### src/rtl/prio_pkg.sv
// -----------------------------------------------------------------------------
// prio_pkg
//   Shared definitions for the priority-encoder / service-controller pair.
//   - 2-bit request codes produced by the upstream priority encoder
//   - service controller FSM state encoding
//   - helper deciding whether a new code preempts the latched one
// -----------------------------------------------------------------------------
package prio_pkg;

    localparam logic [1:0] CODE_NONE = 2'b00;
    localparam logic [1:0] CODE_D1   = 2'b01;
    localparam logic [1:0] CODE_D2   = 2'b10;
    localparam logic [1:0] CODE_D3   = 2'b11;

    typedef enum logic [1:0] {
        IDLE   = 2'b00,
        ASSERT = 2'b01,
        HOLD   = 2'b10
    } state_t;

    // Codes are ordered by priority, so a plain unsigned compare decides
    // preemption. CODE_NONE can never preempt anything.
    function automatic logic code_preempts(input logic [1:0] new_code,
                                           input logic [1:0] cur_code);
        return (new_code > cur_code);
    endfunction

endpackage

### src/rtl/prio_service_ctrl_sat_counter.sv
// -----------------------------------------------------------------------------
// sat_counter
//   Up-counter that sticks at all-ones instead of wrapping.
//   Ports:
//     clk    - rising-edge clock
//     rst_n  - asynchronous active-low reset, count -> 0
//     clear  - synchronous clear to 0 (wins over inc)
//     inc    - increment by one unless already saturated
//     count  - current count value (registered)
// -----------------------------------------------------------------------------
module sat_counter #(
    parameter int W = 8
) (
    input  logic         clk,
    input  logic         rst_n,
    input  logic         clear,
    input  logic         inc,
    output logic [W-1:0] count
);

    logic [W-1:0] count_q;
    logic [W-1:0] count_d;

    always_comb begin
        count_d = count_q;
        if (clear) begin
            count_d = '0;
        end else if (inc && (count_q != {W{1'b1}})) begin
            count_d = count_q + W'(1);
        end
    end

    always_ff @(posedge clk or negedge rst_n) begin
        if (!rst_n) begin
            count_q <= '0;
        end else begin
            count_q <= count_d;
        end
    end

    assign count = count_q;

endmodule

### src/rtl/prio_service_ctrl.sv
// -----------------------------------------------------------------------------
// prio_service_ctrl
//   Consumer of the 3-input priority encoder code {y,x}. Latches a request,
//   raises irq with the latched code until acked, lets higher codes preempt,
//   abandons an unanswered request after TIMEOUT cycles, and enforces a
//   HOLD_CYCLES cooldown (irq low) between services. Counts acked requests
//   with a saturating counter.
//   Ports:
//     clk         - rising-edge clock
//     rst_n       - asynchronous active-low reset
//     y, x        - encoder code MSB/LSB, synchronous to clk
//     ack         - service acknowledge, only looked at while irq is high
//     irq         - request outstanding (registered)
//     irq_code    - latched code being serviced, valid while irq=1
//     busy        - controller not idle (registered)
//     timeout_err - one-cycle pulse when a request is abandoned
//     served_cnt  - number of acked requests, saturating
// -----------------------------------------------------------------------------
module prio_service_ctrl #(
    parameter int HOLD_CYCLES = 2,
    parameter int TIMEOUT     = 15,
    parameter int CNT_W       = 8
) (
    input  logic             clk,
    input  logic             rst_n,
    input  logic             y,
    input  logic             x,
    input  logic             ack,
    output logic             irq,
    output logic [1:0]       irq_code,
    output logic             busy,
    output logic             timeout_err,
    output logic [CNT_W-1:0] served_cnt
);

    import prio_pkg::*;

    localparam int TMO_W  = $clog2(TIMEOUT + 1);
    localparam int HOLD_W = $clog2(HOLD_CYCLES + 1);

    localparam logic [TMO_W-1:0]  TMO_LAST  = TMO_W'(TIMEOUT - 1);
    localparam logic [HOLD_W-1:0] HOLD_LAST = HOLD_W'(HOLD_CYCLES - 1);

    state_t             state_q,       state_d;
    logic [1:0]         code_q,        code_d;
    logic [1:0]         irq_code_q,    irq_code_d;
    logic               irq_q,         irq_d;
    logic               busy_q,        busy_d;
    logic               timeout_err_q, timeout_err_d;
    logic [TMO_W-1:0]   tmo_cnt_q,     tmo_cnt_d;
    logic [HOLD_W-1:0]  hold_cnt_q,    hold_cnt_d;
    logic               served_inc;

    always_comb begin
        code_d        = {y, x};
        state_d       = state_q;
        irq_code_d    = irq_code_q;
        tmo_cnt_d     = tmo_cnt_q;
        hold_cnt_d    = hold_cnt_q;
        timeout_err_d = 1'b0;
        served_inc    = 1'b0;

        case (state_q)
            IDLE: begin
                if (code_q != CODE_NONE) begin
                    state_d    = ASSERT;
                    irq_code_d = code_q;
                    tmo_cnt_d  = '0;
                end
            end

            ASSERT: begin
                // Ack is checked first so it beats a same-cycle preempt or timeout.
                if (ack) begin
                    state_d    = HOLD;
                    hold_cnt_d = '0;
                    served_inc = 1'b1;
                end else if (code_preempts(code_q, irq_code_q)) begin
                    irq_code_d = code_q;
                    tmo_cnt_d  = '0;
                end else if (tmo_cnt_q == TMO_LAST) begin
                    state_d       = HOLD;
                    hold_cnt_d    = '0;
                    timeout_err_d = 1'b1;
                end else begin
                    tmo_cnt_d = tmo_cnt_q + TMO_W'(1);
                end
            end

            HOLD: begin
                // Leaving the cooldown applies the IDLE entry decision on the
                // same edge, so a pending code re-raises irq right after
                // exactly HOLD_CYCLES low cycles and nothing is lost.
                if (hold_cnt_q == HOLD_LAST) begin
                    if (code_q != CODE_NONE) begin
                        state_d    = ASSERT;
                        irq_code_d = code_q;
                        tmo_cnt_d  = '0;
                    end else begin
                        state_d = IDLE;
                    end
                end else begin
                    hold_cnt_d = hold_cnt_q + HOLD_W'(1);
                end
            end

            default: begin
                state_d = IDLE;
            end
        endcase

        // Outputs are registered copies of the next-state decode.
        irq_d  = (state_d == ASSERT);
        busy_d = (state_d != IDLE);
    end

    always_ff @(posedge clk or negedge rst_n) begin
        if (!rst_n) begin
            state_q       <= IDLE;
            code_q        <= CODE_NONE;
            irq_code_q    <= CODE_NONE;
            irq_q         <= 1'b0;
            busy_q        <= 1'b0;
            timeout_err_q <= 1'b0;
            tmo_cnt_q     <= '0;
            hold_cnt_q    <= '0;
        end else begin
            state_q       <= state_d;
            code_q        <= code_d;
            irq_code_q    <= irq_code_d;
            irq_q         <= irq_d;
            busy_q        <= busy_d;
            timeout_err_q <= timeout_err_d;
            tmo_cnt_q     <= tmo_cnt_d;
            hold_cnt_q    <= hold_cnt_d;
        end
    end

    sat_counter #(
        .W (CNT_W)
    ) u_served_cnt (
        .clk   (clk),
        .rst_n (rst_n),
        .clear (1'b0),
        .inc   (served_inc),
        .count (served_cnt)
    );

    assign irq         = irq_q;
    assign irq_code    = irq_code_q;
    assign busy        = busy_q;
    assign timeout_err = timeout_err_q;

endmodule

### config.mk
export PLATFORM = sky130hd
export DESIGN_NAME = prio_service_ctrl
export DESIGN_NICKNAME = d
export VERILOG_FILES = /design/src/rtl/prio_pkg.sv /design/src/rtl/prio_service_ctrl_sat_counter.sv /design/src/rtl/prio_service_ctrl.sv
export SDC_FILE = /design/constraint.sdc
export NUM_CORES = 1
export LEC_CHECK = 0
export CAP_MARGIN = 20
export CORE_MARGIN = 2
export CORE_UTILIZATION = 55
export DETAILED_ROUTE_END_ITERATION = 6
export PLACE_DENSITY = 0.82
export SYNTH_ARGS = -nofsm -noshare
export SYNTH_HDL_FRONTEND = slang
export SYNTH_SLANG_ARGS = --single-unit
### constraint.sdc
create_clock -name clk -period 3 [get_ports clk]
set_input_delay 0.45 -clock clk [delete_from_list [all_inputs] [get_ports clk]]
set_output_delay 0.45 -clock clk [all_outputs]
set_load 0.02 [all_outputs]
Yosys cells after proc, flatten, opt, wreduce, memory -nomap -nowiden --
Index checks and enable logic that the tools add are counted.
Operators by class: $add $sub $neg 3, order comparisons 1, equality and inequality tests 13, multiplexer cells 29, reduce and logical (&&, ||, !) cells 9
Operator list (count):
- 2-bit 2-to-1 mux | 13
- 4-bit 2-to-1 mux | 5
- 2-bit case mux with 3 select lines | 2
- 4-bit case mux with 3 select lines | 1
- 4-bit AND reduction | 3
- 3-bit != test, second input constant | 3
- 8-bit by 1-bit adder with 8-bit output, second input constant | 1
- 2-bit != test, second input constant | 4
- 8-bit != test, second input constant | 1
- 1-bit 2-to-1 mux | 7
- 2-bit by 1-bit == test with 1-bit output, second input constant | 3
- 2-bit nonzero test | 3
- 4-bit by 1-bit adder with 4-bit output, second input constant | 1
- 4-bit == test, second input constant | 1
- 2-bit case mux with 2 select lines | 1
- 3-bit nonzero test | 1
- 2-bit by 1-bit adder with 2-bit output, second input constant | 1
- 2-bit == test, second input constant | 1
- 2-bit greater-than comparator | 1
- 2-bit logical NOT | 1
- 1-bit logical AND | 1
Storage, ports and cells: bits in registers 23

Logic depth before layout (Yosys ltp) --
Gate-level depths: netlist of the first run.
depth after elaboration 6, gate-level depth with buffers 7, depth with buffers taken out 7

Cells and area by module --
Synthesis of the first run repeated with hierarchy kept, for this count alone.
Unflattened totals: cell total of the unflattened synthesis 119, area total of the unflattened synthesis 1248.7 µm²
By module, submodules not included:
- prio_service_ctrl | times used 1, cells each 70, area each 784.5 µm²
- sat_counter | times used 1, cells each 49, area each 464.2 µm²

Worst setup path after synthesis of the first run --
Ideal clock, no wire load.
path type register to register, start point register irq_code_q[1], in the netlist irq_code[1], end point register tmo_cnt_q[1], setup time 0.127 ns, data arrival time 1.787 ns, data required time 2.873 ns, path slack 1.085 ns, cell stages (with the launch flop) 8, period minus slack after synthesis 1.915 ns, cell sequence dfrtp_1 > inv_1 > ha_1 > nor2b_1 > a2bb2oi_2 > a21oi_2 > inv_2 > mux2_1
On the way: longest elaborated chain between the ends 4, elaborated cells on any way between the ends 6
RTL lines:
- start, declared | RTL line prio_service_ctrl.sv:46 | logic [1:0] irq_code_q, irq_code_d;
- start signal, assigned | RTL line prio_service_ctrl.sv:130 | irq_code_q <= irq_code_d;
- 2-bit greater-than comparator (*) | RTL line prio_pkg.sv:25 | return (new_code > cur_code);
- 4-bit 2-to-1 mux | RTL line prio_service_ctrl.sv:78 | end else if (code_preempts(code_q, irq_code_q)) begin
- 4-bit 2-to-1 mux | RTL line prio_service_ctrl.sv:74 | if (ack) begin
- 4-bit case mux with 3 select lines | RTL line prio_service_ctrl.sv:63 | case (state_q)
- end signal, assigned | RTL line prio_service_ctrl.sv:134 | tmo_cnt_q <= tmo_cnt_d;
- end, declared | RTL line prio_service_ctrl.sv:50 | logic [TMO_W-1:0] tmo_cnt_q, tmo_cnt_d;
Mark *: on every way between the ends. The rest lies on a longest branch, timed or not. The select of a mux whose other input is x is not followed. A chain may end at the register's enable or synchronous reset.

Worst setup path in the final report of the first run --
Ends and elaborated chain as after synthesis.

==> metrics.cfg, run 1 <==
[status]
outcome = completed

[synthesis]
yosysMostFrequentCell = dfrtp_1
seq_area_frac_synth = 0.525
synth_adder_area_share = 0.0685
synth_nets = 107
synth-simple-area-share = 0.177
yosysTopAreaCellShare = 0.525
synth-compound-area-share = 0.111
synth-async-reset-ratio = 1.00
synth_ff_type = dfrtp_1
ys_warn_count = 0
synth_top_family_by_area = simple AND/OR/NAND/NOR gates
synth-edff-count = 0
synth.largest_area_cell = dfrtp_1
synth_mux_area_frac = 0.0502
syn_avg_cell_area_um2 = 11.4
synth_area_um2 = 1100
ys_seq_elements = 23
synth_commonest_cells = dfrtp_1 (23), nand2_1 (7), ha_1 (6), inv_1 (6), xor2_1 (5)
ys_types = 36
synthCells = 96
yosys.area_share.xor_xnor = 0.0400
synth.area.top_cells = dfrtp_1 (53%), ha_1 (6.8%), mux2_1 (4.1%)

[timing]
fin_skew_ns = 0.00193
max_freq_ghz = 0.505
setup_slack_ns = 1.02
worst_pin_slew_ns = 0.455
rsz0062_at_grt = no
post-route-period-util = 0.660
hold_violations = 0
fin_crit_ns = 1.98
fin_setup_tns_ns = 0
whs_ns = 0.484
setup_viol = 0
max_slew_margin = 0.696
slew_violations = 0

[setup_path]
worst_ep_arrival_time_ns = 2.18
cp_num_buf_inv = 2
crit_chain = inv_1 -> ha_1 -> nor2b_1 -> a2bb2oi_2 -> a21oi_2 -> inv_2 -> mux2_1
path_delay_family = compound AO/OA/AOI/OAI gates
cp.required_ns = 3.20
endpoint_kind = flop
crit_slowest_cell = a2bb2oi_2
cp-start-kind = flop
worst-setup-path-type = flop to flop
critPathMaxFanout = 10
critical-path-max-stage-delay_ns = 0.40

[clocking]
cts.clk_slew.worst_paths_ns = 0.12
post_cts_buffers = 0
cts.sinks = 23
cts_tree = yes
cts-root-buf = clkbuf_4
clockBufferDepth = 2
insertion_delay_ns = 0.30
numCtsBuffers = 3
cts_max_level = 1
post_cts_resized = 0
cts-hold-fix-buffers = 0

[global_routing]
grt_pass1_vias = 736
grt_start_max_net_pins = 24
grt.total_usage = 0.175
grt_pass1_wl_mm = 3.26
antenna_found_initial = 0
grt.overflow.total = 0

[finish]
num-nets-final = 129
fill_cells = 160
antenna_cells = 0
drive_gt1_frac = 0.0940
final_area_um2 = 1330
syn_to_final_growth_pct = 21.2

[drt]
drtIter0Drc = 8
drtAntennaViolNets = 0
dr.pass1.iters = 4
viasPerCell = 5.40
vias = 777
drt_wl_total_mm = 1.89
drc = 0
wl_per_cell_um = 13.1

[run]
maxCapViolCount = 0

[die]
dieArea_um2 = 2370
initial_core_util = 0.570
die_w_um = 48.6
core_um2 = 1920
row_count = 16
ios = 18
die_h_um = 48.6

[place]
dp_hpwl_mm = 1.43
pre_cts_ws_ns = 0.864
gp_congestion = 0.810
postPlaceCellArea_um2 = 1300
portBuffers = 17

[power]
leakage_nw = 0.620
total_power_w = 0.00123
irDropWorstVdd_uv = 636
power_density_nw_per_um2 = 924

[worst_hold_path]
hp-class = input pin to asynchronous set/reset pin

layout make-up:
cell class,count,area (um^2),area share
Sequential cell,23,576,0.433
Multi-Input combinational cell,65,489,0.368
Timing Repair Buffer,18,178,0.134
Tap cell,27,33.8,0.0254
Clock buffer,4,26.3,0.0198
Inverter,7,26.3,0.0198
where the power goes:
group | internal [W] | total (W) | switching [W]
clock | 0.0000518 | 0.000141 | 0.0000896
combinational | 0.000273 | 0.000583 | 0.000310
sequential | 0.000412 | 0.000503 | 0.0000904
total | 0.000737 | 0.00123 | 0.000490
final timing paths:
kind                            cells after the start  slack [ns]     startpoint                    end
worst min-delay path                                2        0.48          rst_n  u_served_cnt.count[7]
min in group clk                                    1        0.50  hold_cnt_q[0]          hold_cnt_q[0]
worst max-delay path                                7        1.02    irq_code[1]           tmo_cnt_q[1]
worst min register to register                      1        0.50  hold_cnt_q[0]          hold_cnt_q[0]
max in group asynchronous                           2        2.30          rst_n           tmo_cnt_q[0]
worst max register to register                      7        1.02    irq_code[1]           tmo_cnt_q[1]
per-stage QoR:
stage,util,cells
floorplan,-,96
global placement,0.678,140
detailed placement,0.678,140
CTS,0.691,144
global route,0.691,144
finish,0.691,144
sequential cells by signal, indices dropped and copies added, names as in the netlist:
register and cells:
state_q 2, timeout_err 1, hold_cnt_q 2, u_served_cnt.count 8, busy 1, irq_code 2, code_q 2, irq 1
tmo_cnt_q 4
kinds of logic (layout without fill, tap and decap cells):
kind of cell,count (synthesis),count (layout)
DFF,23,23
adders and majority gates,6,6
AOI/OAI and AO/OA,16,16
muxes,5,5
buffers and inverters,8,29
xor gates and xnor gates,5,5
and+or+nand+nor,33,33
worst register-to-register path, stage by stage, from the launching register on:
cell and delay, ns:
dfrtp_1 0.39, inv_1 0.05, ha_1 0.29, nor2b_1 0.16
a2bb2oi_2 0.40, a21oi_2 0.17, inv_2 0.10, mux2_1 0.31
routing by layer:
metal | wire length, um | track usage | share of wire
met1 | 951 | 0.243 | 0.50
met2 | 855 | 0.267 | 0.45
met3 | 67 | 0.0463 | 0.036
met4 | 12 | 0.0571 | 0.0064
met5 | 0 | 0 | 0
cell usage in the layout, fill, tap and decap left out, types with 2 or more instances in the layout:
master and instances:
mux2_1 4, a31oi_1 2, xor2_1 5, nand2_1 7, inv_1 6, nor2b_1 2, o21ai_0 2, nand3_1 3
clkdlybuf4s50_1 17, and3_1 2, nor3_1 3, nor4b_1 2, nor2_1 3, a21oi_1 2, nor4_1 3, clkbuf_4 3
ha_1 6, dfrtp_1 23, a211o_1 2
Note: power is estimated with default switching activity, not from simulation.
==> inputs of run 2 (changes only) <==
CORE_UTILIZATION = 46   (was 55)
PLACE_DENSITY = 0.73   (was 0.82)
clock period = 1.6 ns   (was 3 ns; I/O delays follow)
==> run 2 against run 1 <==
The run now ends with negative setup slack left. Critical path depth is 1 lower. Core utilization shrank 0.23 points. Sequential share of layout area decreased by 5.8 points. Register-to-register slack lost 1.1 ns.
==> metrics.cfg, run 2 (same netlist as run 1, synthesis figures left out) <==
[clocking]
cts-root-buf = clkbuf_4
numCtsBuffers = 3
insertion_delay_ns = 0.30
cts_max_level = 1
cts.sinks = 23
cts.clk_slew.worst_paths_ns = 0.11
cts_tree = yes
clockBufferDepth = 2
cts-hold-fix-buffers = 0

[finish]
antenna_cells = 0
final_cell_mix = dfrtp_1 (22), buf_4 (20), clkdlybuf4s50_1 (8), dlygate4sd2_1 (8), nand2_1 (7)
final_area_um2 = 1540
drive_gt1_frac = 0.309
fill_cells = 178
mostFrequentLayoutCell = dfrtp_1
num-nets-final = 148
syn_to_final_growth_pct = 40.4
largest_reg_flops = 8
final_cells = 164

[drt]
viasPerCell = 5.45
drtAntennaViolNets = 0
wl_per_cell_um = 14.0
drc = 0
drtIter0Drc = 12
vias = 893
drt_wl_total_mm = 2.30
dr.pass1.iters = 4

[place]
dp_hpwl_mm = 1.73
postPlaceCellArea_um2 = 1470
portBuffers = 17
dpl.cell_count = 158
gp_congestion = 0.799

[global_routing]
grt.overflow.total = 0
grt_start_max_net_pins = 24
antenna_found_initial = 0
grt_pass1_wl_mm = 3.95
grt_pass1_vias = 860
grt.total_usage = 0.200

[timing]
post-route-period-util = 1.05
rsz0062_at_grt = yes
fin_crit_ns = 1.68
setup_slack_ns = -0.0849
slew_violations = 0
worst_pin_slew_ns = 0.318
max_freq_ghz = 0.593
fin_setup_tns_ns = -0.333
fin_skew_ns = 0.00232
setup_viol = 5
max_slew_margin = 0.786
hold_violations = 0

[status]
outcome = finished, violations left
violations = negative setup slack

[setup_path]
worst-setup-path-type = flop to flop
reg2reg_to = tmo_cnt_q[1]
endpoint_kind = flop
cp.required_ns = 1.80
worst_ep_arrival_time_ns = 1.89
rr_worst_depth = 6
cp-start-kind = flop
ff2ff_setup_slack_ns = -0.08
rr_startpoint = code_q[1]
critPathMaxFanout = 5

[die]
die_w_um = 52.8
dieArea_um2 = 2790
row_count = 17
ios = 18
core_um2 = 2230
die_h_um = 52.8
initial_core_util = 0.491

[power]
leakage_nw = 0.776
power_density_nw_per_um2 = 1830
total_power_w = 0.00282
irDropWorstVdd_uv = 1240

[worst_hold_path]
hp-class = input pin to asynchronous set/reset pin

[run]
maxCapViolCount = 0

[run 2: cell types whose count changed in the layout (fill, tap and decap cells not counted), sizes merged]
cell | before | now
dlygate4sd2 | 0 | 8
buf | 1 | 20
clkdlybuf4s50 | 17 | 8
dlymetal6s2s | 0 | 1
[run 2: critical path, stage by stage, from the launching register on]
cell and delay [ns]:
dfrtp_1 0.43, ha_4 0.25, nor2b_4 0.13, a2bb2oi_4 0.19
a21oi_2 0.23, inv_2 0.07, mux2_4 0.29
[run 2: timing repair]
item,in CTS,in global routing
pin swaps,2,2
endpoints found under the setup margin,14,9
gates resized for setup,15,3
setup buffers,2,0
[run 2: power breakdown]
group / switching [W] / leakage [nW] / internal, W
Combinational: 0.000751 / 0.469 / 0.000869
Clock: 0.000158 / 0.0150 / 0.0000972
Sequential: 0.000165 / 0.291 / 0.000776
Total: 0.00107 / 0.776 / 0.00174
[run 2: how the worst max path moves through the flow]
stage                     start            to
floorplan           irq_code[1]   irq_code[1]
global placement            ack  tmo_cnt_q[1]
detailed placement          ack  tmo_cnt_q[1]
CTS                   code_q[1]  tmo_cnt_q[1]
global route        irq_code[1]  tmo_cnt_q[1]
finish                code_q[1]  tmo_cnt_q[1]
[run 2: area by class of cell]
cell class | instances | area [um^2] | area share
Clock buffer | 4 | 26.3 | 0.0171
Inverter | 7 | 26.3 | 0.0171
Multi-Input combinational cell | 65 | 562 | 0.365
Sequential cell | 23 | 577 | 0.375
Tap cell | 28 | 35.0 | 0.0228
Timing Repair Buffer | 37 | 313 | 0.203
[run 2: per-stage QoR]
stage	utilization	hold slack, ns	setup WS [ns]
detailed placement	0.657	0.501	-0.257
floorplan	-	-0.0556	-0.132
global route	0.689	0.287	-0.142
CTS	0.684	0.260	-0.0626
global placement	0.657	0.485	-0.224
finish	0.689	0.269	-0.0849
[run 2: routing by layer]
metal	global-route usage	share of wire
met4	0.0940	0.015
met5	0	0
met1	0.252	0.45
met3	0.0429	0.035
met2	0.325	0.50
==> inputs of run 3 (changes only) <==
CORE_UTILIZATION = 45   (was 46)
PLACE_DENSITY = 0.71   (was 0.73)
SYNTH_HIERARCHICAL = 1   (was default)
==> run 3 against run 2 <==
The run still ends with negative setup slack left. Critical path depth unchanged. Clock power increased by 7%. Critical endpoint is now irq_code[0]. Register-to-register slack got worse by 0.03 ns. Critical path type unchanged. Total power decreased by 10%. Combinational power decreased by 10%. Sequential cell count unchanged. Sequential share of layout area decreased by 3.9 points. Via count increased by 21%. Synthesized area increased by 14%. Highest routed layer is now met3. Design area increased by 12%.
==> metrics.cfg, run 3 <==
[synthesis]
synth-edff-count = 0
synth_commonest_cells = dfrtp_1 (23), nand3_1 (9), inv_1 (7), nand2_1 (7)
seq_area_frac_synth = 0.461
yosysTopAreaCellShare = 0.461
yosysMostFrequentCell = dfrtp_1
ys_seq_elements = 23
synthCells = 119
synth.area.top_cells = dfrtp_1 (46%), ha_1 (6.0%), nand3_1 (3.6%)
ys_warn_count = 6
synth-async-reset-ratio = 1.00
synth.largest_area_cell = dfrtp_1
synth_area_um2 = 1250
syn_avg_cell_area_um2 = 10.5
synth_ff_type = dfrtp_1
ys_types = 47

[drt]
dr.pass1.iters = 4
drtAntennaViolNets = 0
wl_met2_mm = 1.43
wl_per_cell_um = 14.5
wl_met1_mm = 1.26
drc = 0
drt_wl_total_mm = 2.78
viasPerCell = 5.63
drtIter0Drc = 27
routed.top_layer = met3
wl_met3_um = 93
vias = 1081

[die]
initial_core_util = 0.465
core_um2 = 2690
ios = 18
row_count = 19
dieArea_um2 = 3210
die_w_um = 56.7
die_h_um = 56.7

[finish]
antenna_cells = 0
final_area_um2 = 1720
syn_to_final_growth_pct = 38.0
final_cell_mix = dfrtp_1 (20), buf_4 (20), nand3_1 (9), dlygate4sd2_1 (8)
fill_cells = 211
drive_gt1_frac = 0.311
post-route-util = 0.641
largest_reg_flops = 8
num-nets-final = 173

[clocking]
cts-root-buf = clkbuf_4
clockBufferDepth = 2
cts_max_level = 1
cts.sinks = 23
numCtsBuffers = 3
insertion_delay_ns = 0.31
cts_tree = yes
cts.clk_slew.worst_paths_ns = 0.13
cts-hold-fix-buffers = 0

[timing]
hold_violations = 0
post-route-period-util = 1.07
fin_crit_ns = 1.72
rsz0062_at_grt = yes
max_freq_ghz = 0.583
setup_slack_ns = -0.116
whs_ns = 0.257
fin_skew_ns = 0.00347
setup_viol = 6
slew_violations = 0
fin_setup_tns_ns = -0.376

[setup_path]
cp-start-kind = flop
crit_chain = inv_2 -> ha_4 -> and2b_1 -> o21a_4 -> o22ai_4 -> mux2_4
reg2reg_to = irq_code[0]
worst_ep_arrival_time_ns = 1.93
critical-path-max-stage-delay_ns = 0.43
crit_slowest_cell = dfrtp_2
rr_worst_depth = 6
cp.required_ns = 1.81
ff2ff_setup_slack_ns = -0.12
rr_startpoint = irq_code[1]
endpoint_kind = flop
critPathMaxFanout = 4
worst-setup-path-type = flop to flop

[global_routing]
grt.total_usage = 0.189
grt_pass1_vias = 1124
grt.overflow.total = 0
grt_pass1_wl_mm = 4.79
antenna_found_initial = 0
grt_start_max_net_pins = 24

[place]
postPlaceCellArea_um2 = 1630
portBuffers = 17
gp_congestion = 0.737
dp_hpwl_mm = 2.01

[status]
violations = negative setup slack
outcome = finished, violations left

[worst_hold_path]
hp-class = input pin to asynchronous set/reset pin

[power]
power_density_nw_per_um2 = 1470
total_power_w = 0.00253
leakage_nw = 0.813
irDropWorstVdd_uv = 1060

[run]
maxCapViolCount = 0

[run 3: worst max-delay path by stage]
stage | cells after the start | startpoint | to
6_report | 6 | irq_code[1] | irq_code[0]
5_1_grt | 6 | irq_code[1] | irq_code[0]
4_1_cts | 6 | irq_code[1] | irq_code[0]
3_5_place_dp | 6 | ack | u_served_cnt/count[5]
3_3_place_gp | 6 | ack | u_served_cnt/count[7]
2_1_floorplan | 6 | irq_code[1] | irq_code[0]
[run 3: cell type report]
cell class                 count  area (um^2)  share of cell area
inverter                       7         26.3              0.0153
clock buffer                   4         26.3              0.0153
sequential                    23          579               0.336
tap                           31         38.8              0.0225
timing repair buffer          39          338               0.196
multi-input combinational     88          714               0.415
[run 3: power by group]
| part | internal, W | switching (W) |
|---|---|---|
| sequential | 0.000718 | 0.0000890 |
| clock | 0.0000973 | 0.000177 |
| combinational | 0.000745 | 0.000700 |
[run 3: routing by layer]
layer / vias to the layer above / GRT usage
met5: - / 0
met4: 0 / 0.0782
met3: 0 / 0.0369
met2: 24 / 0.317
met1: 540 / 0.237
li1: 517 / -
[run 3: cells by family after synthesis]
group | synth area share
AOI/OAI and AO/OA | 0.156
adders and majority gates | 0.0601
buffers and inverters | 0.0281
DFF | 0.461
muxes | 0.0521
other | 0.00300
and+or+nand+nor | 0.239
[run 3: worst max-delay path, delay by kind of cell, from the launching register on]
kind,cells,cell delay [ns]
AOI/OAI and AO/OA,2,0.43
adders and majority gates,1,0.20
buffers and inverters,1,0.07
DFF,1,0.43
muxes,1,0.32
and+or+nand+nor,1,0.17
[run 3: per-stage QoR]
| stage | std cells | worst slack [ns] |
|---|---|---|
| 6_report | 192 | -0.116 |
| 5_1_grt | 192 | -0.165 |
| 4_1_cts | 191 | -0.138 |
| 3_5_place_dp | 185 | -0.287 |
| 3_3_place_gp | 185 | -0.210 |
| 2_1_floorplan | 120 | -0.130 |
[run 3: repair_timing]
item | in CTS | in global routing
setup buffers | 2 | 1
resized for setup | 12 | 12
pin swaps | 1 | 1
endpoints found under the setup margin | 18 | 14
